==> src/rtl/io_sw_debounce.sv <==
`default_nettype none
// +----------------------------------------------------------------------------+
// | Module      : io_sw_debounce                                               |
// | Description : Slide-switch input conditioner. Each raw pin is passed       |
// |               through a multi-flop synchroniser and then debounced by its  |
// |               own counter. Produces a stable switch word, registered       |
// |               one-cycle rise/fall pulses, a combined "any change" pulse    |
// |               and sticky per-bit event flags with write-1-to-clear.        |
// | Revision    : 1.0 - initial release                                        |
// +----------------------------------------------------------------------------+
// | Ports                                                                      |
// |   i_clk        in   1      system clock                                    |
// |   i_reset      in   1      asynchronous, active-high reset                 |
// |   i_sw_raw     in   WIDTH  raw asynchronous switch pins                    |
// |   i_event_clr  in   WIDTH  write-1-to-clear mask for o_sw_event            |
// |   o_sw_stable  out  WIDTH  debounced switch level                          |
// |   o_sw_rise    out  WIDTH  1-cycle pulse when o_sw_stable[i] goes 0->1     |
// |   o_sw_fall    out  WIDTH  1-cycle pulse when o_sw_stable[i] goes 1->0     |
// |   o_sw_event   out  WIDTH  sticky flag, set on any debounced change        |
// |   o_sw_any     out  1      1-cycle pulse when any bit changed              |
// +----------------------------------------------------------------------------+
module io_sw_debounce #(
  parameter int unsigned WIDTH           = 32,
  parameter int unsigned SYNC_STAGES     = 2,       // >= 2
  parameter int unsigned DEBOUNCE_CYCLES = 500000   // >= 1
) (
  input  logic             i_clk,
  input  logic             i_reset,
  input  logic [WIDTH-1:0] i_sw_raw,
  input  logic [WIDTH-1:0] i_event_clr,
  output logic [WIDTH-1:0] o_sw_stable,
  output logic [WIDTH-1:0] o_sw_rise,
  output logic [WIDTH-1:0] o_sw_fall,
  output logic [WIDTH-1:0] o_sw_event,
  output logic             o_sw_any
);

  localparam int unsigned      CNT_W    = $clog2(DEBOUNCE_CYCLES + 1);
  // Terminal count: the commit happens on the edge where the counter already
  // holds DEBOUNCE_CYCLES-1, so a new level is taken after exactly
  // DEBOUNCE_CYCLES consecutive differing samples.
  localparam logic [CNT_W-1:0] CNT_LAST = CNT_W'(DEBOUNCE_CYCLES - 1);
  localparam logic [CNT_W-1:0] CNT_ONE  = CNT_W'(1);

  // --------------------------------------------------------------------------
  // Synchroniser: stage 0 samples the pins, the last stage is the clean level.
  // --------------------------------------------------------------------------
  logic [SYNC_STAGES-1:0][WIDTH-1:0] sync_q;
  logic [SYNC_STAGES-1:0][WIDTH-1:0] sync_d;

  assign sync_d = {sync_q[SYNC_STAGES-2:0], i_sw_raw};

  // --------------------------------------------------------------------------
  // Debounce state
  // --------------------------------------------------------------------------
  logic [CNT_W-1:0] cnt_q [WIDTH];
  logic [CNT_W-1:0] cnt_d [WIDTH];

  logic [WIDTH-1:0] stable_q, stable_d;
  logic [WIDTH-1:0] rise_q,   rise_d;
  logic [WIDTH-1:0] fall_q,   fall_d;
  logic [WIDTH-1:0] event_q,  event_d;
  logic             any_q,    any_d;

  logic [WIDTH-1:0] sw_s;     // synchronised pin level
  logic [WIDTH-1:0] differ;   // synchronised level disagrees with stable level
  logic [WIDTH-1:0] commit;   // bit takes its new level on this edge

  assign sw_s   = sync_q[SYNC_STAGES-1];
  assign differ = sw_s ^ stable_q;

  // Per-bit counter: cleared whenever the input agrees with the stable level,
  // so any bounce shorter than the debounce window leaves no trace. The
  // counter is cleared on commit and therefore never exceeds CNT_LAST.
  always_comb begin
    commit = '0;
    for (int i = 0; i < WIDTH; i++) begin
      cnt_d[i] = cnt_q[i];
      if (!differ[i]) begin
        cnt_d[i] = '0;
      end else if (cnt_q[i] == CNT_LAST) begin
        cnt_d[i]  = '0;
        commit[i] = 1'b1;
      end else begin
        cnt_d[i] = cnt_q[i] + CNT_ONE;
      end
    end
  end

  // A committing bit always differs from its stable value, so the new level
  // is simply the synchronised level; the direction follows from it.
  assign stable_d = stable_q ^ commit;
  assign rise_d   = commit & sw_s;
  assign fall_d   = commit & ~sw_s;
  assign any_d    = |commit;

  // Set has priority over clear: a change committing on the same edge as a
  // clear request leaves the flag set.
  assign event_d  = (event_q & ~i_event_clr) | commit;

  // --------------------------------------------------------------------------
  // Registers
  // --------------------------------------------------------------------------
  always_ff @(posedge i_clk or posedge i_reset) begin
    if (i_reset) begin
      sync_q   <= '0;
      stable_q <= '0;
      rise_q   <= '0;
      fall_q   <= '0;
      event_q  <= '0;
      any_q    <= 1'b0;
      for (int i = 0; i < WIDTH; i++) begin
        cnt_q[i] <= '0;
      end
    end else begin
      sync_q   <= sync_d;
      stable_q <= stable_d;
      rise_q   <= rise_d;
      fall_q   <= fall_d;
      event_q  <= event_d;
      any_q    <= any_d;
      for (int i = 0; i < WIDTH; i++) begin
        cnt_q[i] <= cnt_d[i];
      end
    end
  end

  // Every output comes straight from a flop.
  assign o_sw_stable = stable_q;
  assign o_sw_rise   = rise_q;
  assign o_sw_fall   = fall_q;
  assign o_sw_event  = event_q;
  assign o_sw_any    = any_q;

endmodule
`default_nettype wire

==> config.mk <==
export PLATFORM = sky130hd
export DESIGN_NAME = io_sw_debounce
export DESIGN_NICKNAME = d
export VERILOG_FILES = /design/src/rtl/io_sw_debounce.sv
export SDC_FILE = /design/constraint.sdc
export NUM_CORES = 2
export LEC_CHECK = 0
export ABC_AREA = 1
export CAP_MARGIN = 5
export CORE_ASPECT_RATIO = 1.4
export CORE_UTILIZATION = 50
export CTS_BUF_LIST = sky130_fd_sc_hd__clkbuf_4
export DETAILED_ROUTE_END_ITERATION = 16
export GPL_TIMING_DRIVEN = 0
export HOLD_SLACK_MARGIN = 0.08
export PLACE_DENSITY = 0.68
export SKIP_LAST_GASP = 1
export SLEW_MARGIN = 10
export SYNTH_ARGS = -nofsm -noshare
export SYNTH_HDL_FRONTEND = slang
export SYNTH_SLANG_ARGS = --single-unit
==> constraint.sdc <==
create_clock -name i_clk -period 58.6 [get_ports i_clk]
set_input_delay 11.72 -clock i_clk [delete_from_list [all_inputs] [get_ports i_clk]]
set_output_delay 11.72 -clock i_clk [all_outputs]
set_load 0.01 [all_outputs]
==> key figures <==
Run status
  – Status: complete, no violations

Power and ir drop
  – Peak VDD IR: 19.20 uV
  – Cell Pwr Density: 23.34 mW/mm^2
  – Pleak: 19.73 nW

Detailed routing
  – Routed vias/inst: 5.050
  – DRC violations left: 0
  – WL final: 81.22 mm
  – Post-DR wirelength/cell: 12.78 microns
  – DRT iter0 DRCs: 1708
  – Antenna viol nets, final: 0
  – Vias: 32090
  – TritonRoute pass-1 iters: 5

Worst setup path
  – Bufs and invs on worst path: 1
  – CP max stage delay: 0.59 ns
  – WS Path Type: reg2out
  – Family with the most delay on the worst path: buffers and inverters
  – Worst path slowest cell: clkdlybuf4s50_1
  – CP arrival: 2.05 ns
  – Worst Path Max Fanout: 4
  – FF-to-FF End: o_sw_any$_DFF_PP0_
  – Crit-path cells: clkdlybuf4s50_1
  – CP endpoint kind: output pin
  – Crit path required time: 46.88 ns
  – Startpoint types: flip-flop
  – Reg2reg setup slack: 56.46 ns
  – Worst r2r src: cnt_q[57]$_DFF_PP0_
  – R2r worst-path depth: 11

Synth
  – Synth unique cells: 51
  – Avg Inst Size Synth: 8.290 sq um
  – Mapped cell area: 0.03949 sq mm
  – Asr flop ratio synth: 1.000
  – Mapped Cells: 4763
  – Most common flop cell mapped by yosys: dfrtp_1
  – Synth Net Count: 4861
  – Sequential area share after synthesis: 0.5076
  – Number of synthesized register bits: 801
  – EDFF count, synth: 0
  – Synth warnings: 0
  – Top cells by area, synth: dfrtp_1, nor2_1, nand2_1
  – Post-synth top area share: 0.5076
  – Area leader, netlist: dfrtp_1

STA
  – Setup_tns: 0 ns
  – Slew Limit Fails: 0
  – Post-route minimum period: 13.77 ns
  – Max-Slew Margin vs Limit: 0.5814
  – Fin crit share: 0.2350
  – Setup-failing EPs final: 0
  – Clk_skew: 0.05903 ns
  – Hold Slack: 0.3202 ns
  – Slew at the pin closest to its max-slew limit: 0.6279 ns
  – FMAX: 0.07262 GHz
  – RSZ-0062 raised after global routing: no
  – Final hold vios: 0

Floorplanning
  – Initial core utilization: 0.5064
  – Die area: 0.08011 sq mm
  – Die height: 334.5 microns
  – Num rows: 121
  – Chip Width: 239.5 microns
  – Core box area: 0.07797 sq mm
  – Io pins: 195

GRT
  – Largest net degree at the start of global routing: 121
  – First-pass GRT wire length: 141.1 mm
  – Initial antenna violation count: 2
  – Number of global-route vias before repair: 31720
  – Grt total ovfl: 0
  – GRT Total Usage: 0.2099

Final layout
  – Fin area: 0.04538 sq mm
  – Nets: 5260
  – Share of post-route cells with drive strength above 1: 0.1105
  – Layout Utilization: 0.5821
  – Area Overhead vs Synth: 14.94%
  – Filler Cell Count: 7177

Clock network
  – Clock sink count: 801
  – Worst-skew pair later-pin latency: 1.05 ns
  – Hold buffers post-CTS: 0
  – Clk buf depth: 3
  – H-tree Lvls: 4
  – Root Buffer: clkbuf_4
  – Inserted Clock Buffers: 196
  – Postcts setup bufs: 0
  – Reg clk slew, reported paths: 0.07 ns
  – CTS-repair resized insts: 0
  – CTS tree: built

Place
  – DP Area: 0.04293 sq mm
  – HPWL Detailed: 58.35 mm
  – Input/output buffers: 194
  – GP Congestion: 0.8916

Hold path
  – Hold path cells: 0
  – Worst min path class: reg2reg
  – Hold Path End: sw_s[2]$_DFF_PP0_
  – Hold Crit Start: sync_d[34]$_DFF_PP0_

Job
  – # Max-Cap Violations: 0
## kinds of logic (layout without fill, tap and decap cells)
| kind of cell | after synthesis | count (layout) | share of synthesized area |
|---|---|---|---|
| AOI/OAI and AO/OA | 427 | 427 | 0.06027 |
| xor gates and xnor gates | 205 | 205 | 0.04547 |
| adders and majority gates | 32 | 32 | 0.01014 |
| buffers and inverters | 663 | 1205 | 0.06391 |
| DFF | 801 | 801 | 0.5076 |
| muxes | 3 | 3 | 0.0008555 |
| other | 0 | 5 | 0 |
| and+or+nand+nor | 2632 | 2632 | 0.3117 |
## worst max-delay path by stage
stage,cells after the start,endpoint,slack (ns)
floorplan,1,asynchronous set/reset pin,24.39
global placement,2,cnt_q[354]$_DFF_PP0_,14.95
detailed placement,5,cnt_q[378]$_DFF_PP0_,44.35
CTS,1,o_sw_stable[0],44.64
global route,1,o_sw_stable[0],44.63
finish,1,o_sw_stable[0],44.83
## cells in the final DEF, fill, tap and decap left out, drive strengths merged, types with 19 or more instances in the layout
master,n
dfrtp,801
a31oi,30
nand3,267
inv,643
clkdlybuf4s50,194
nand2,838
nor3,264
nand4,153
nor3b,47
nand3b,22
nor2,941
ha,32
xor2,149
nor4,56
clkinv,63
o21ai,141
or2,32
o21a,29
xnor2,56
a21oi,195
a211oi,19
clkbuf,273
buf,25
## report_power, final
group | internal [mW] | leakage, nW | switching [mW]
clock network | 0.230 | 1.44 | 0.223
registers | 0.560 | 11.0 | 0.00562
logic | 0.0133 | 7.33 | 0.0269
total | 0.804 | 19.7 | 0.256
## sequential cells by signal (all words and copies together), names as in the netlist, named ones only
register	count
o_sw_rise	32
cnt_q	608
sync_d	32
o_sw_fall	32
sw_s	32
o_sw_event	32
o_sw_any	1
## synthesized netlist by cell type (all sizes together), types with 18 or more instances
library cell  count
xor2            149
dfrtp           801
ha               32
nand3           267
buf              18
nor4             56
o21ai           141
nor3            264
nor3b            47
a211oi           19
nand2           838
a21oi           195
inv             641
nor2            941
or2              32
nand4           153
xnor2            56
a31oi            30
o21a             29
nand3b           22
## per-layer routing
metal / vias to the layer above / GRT usage / wire, microns
li1: 16360 / - / -
met1: 14990 / 0.2472 / 34500
met3: 170 / 0.04536 / 3505
met5: - / 0 / 0
met4: 0 / 0.09506 / 2540
met2: 580 / 0.3639 / 40680
## metrics by stage
| step | setup slack [ns] | total power [mW] | std cells |
|---|---|---|---|
| global route | 44.63 | 1.116 | 6353 |
| detailed placement | 44.35 | 0.6181 | 6009 |
| global placement | 14.95 | 0.6168 | 6002 |
| finish | 44.83 | 1.059 | 6355 |
| CTS | 44.64 | 1.083 | 6350 |
| floorplan | 24.39 | 0.6030 | 4763 |
## layout make-up
type	instances	area, sq um	area share
inverters	641	2414	0.05318
plain buffers	22	117.6	0.002592
multi-input cells	3299	16920	0.3728
repair buffers	201	2135	0.04703
well taps	1045	1308	0.02881
clock buffers	269	2019	0.04450
clock inverters	72	416.7	0.009181
diodes	5	12.51	0.0002757
flip-flops and latches	801	20040	0.4417
## worst register-to-register path: stages, from the launching register on
cell     delay [ns]
dfrtp_1        0.41
ha_1           0.29
nand2_1        0.11
nor2_2         0.15
nand3_1        0.10
nor2_2         0.22
nand3_1        0.28
nand2_1        0.15
nor2_1         0.08
nand2_1        0.13
nor2_1         0.09
nand2_1        0.07
Note: power is estimated with default switching activity, not from simulation.
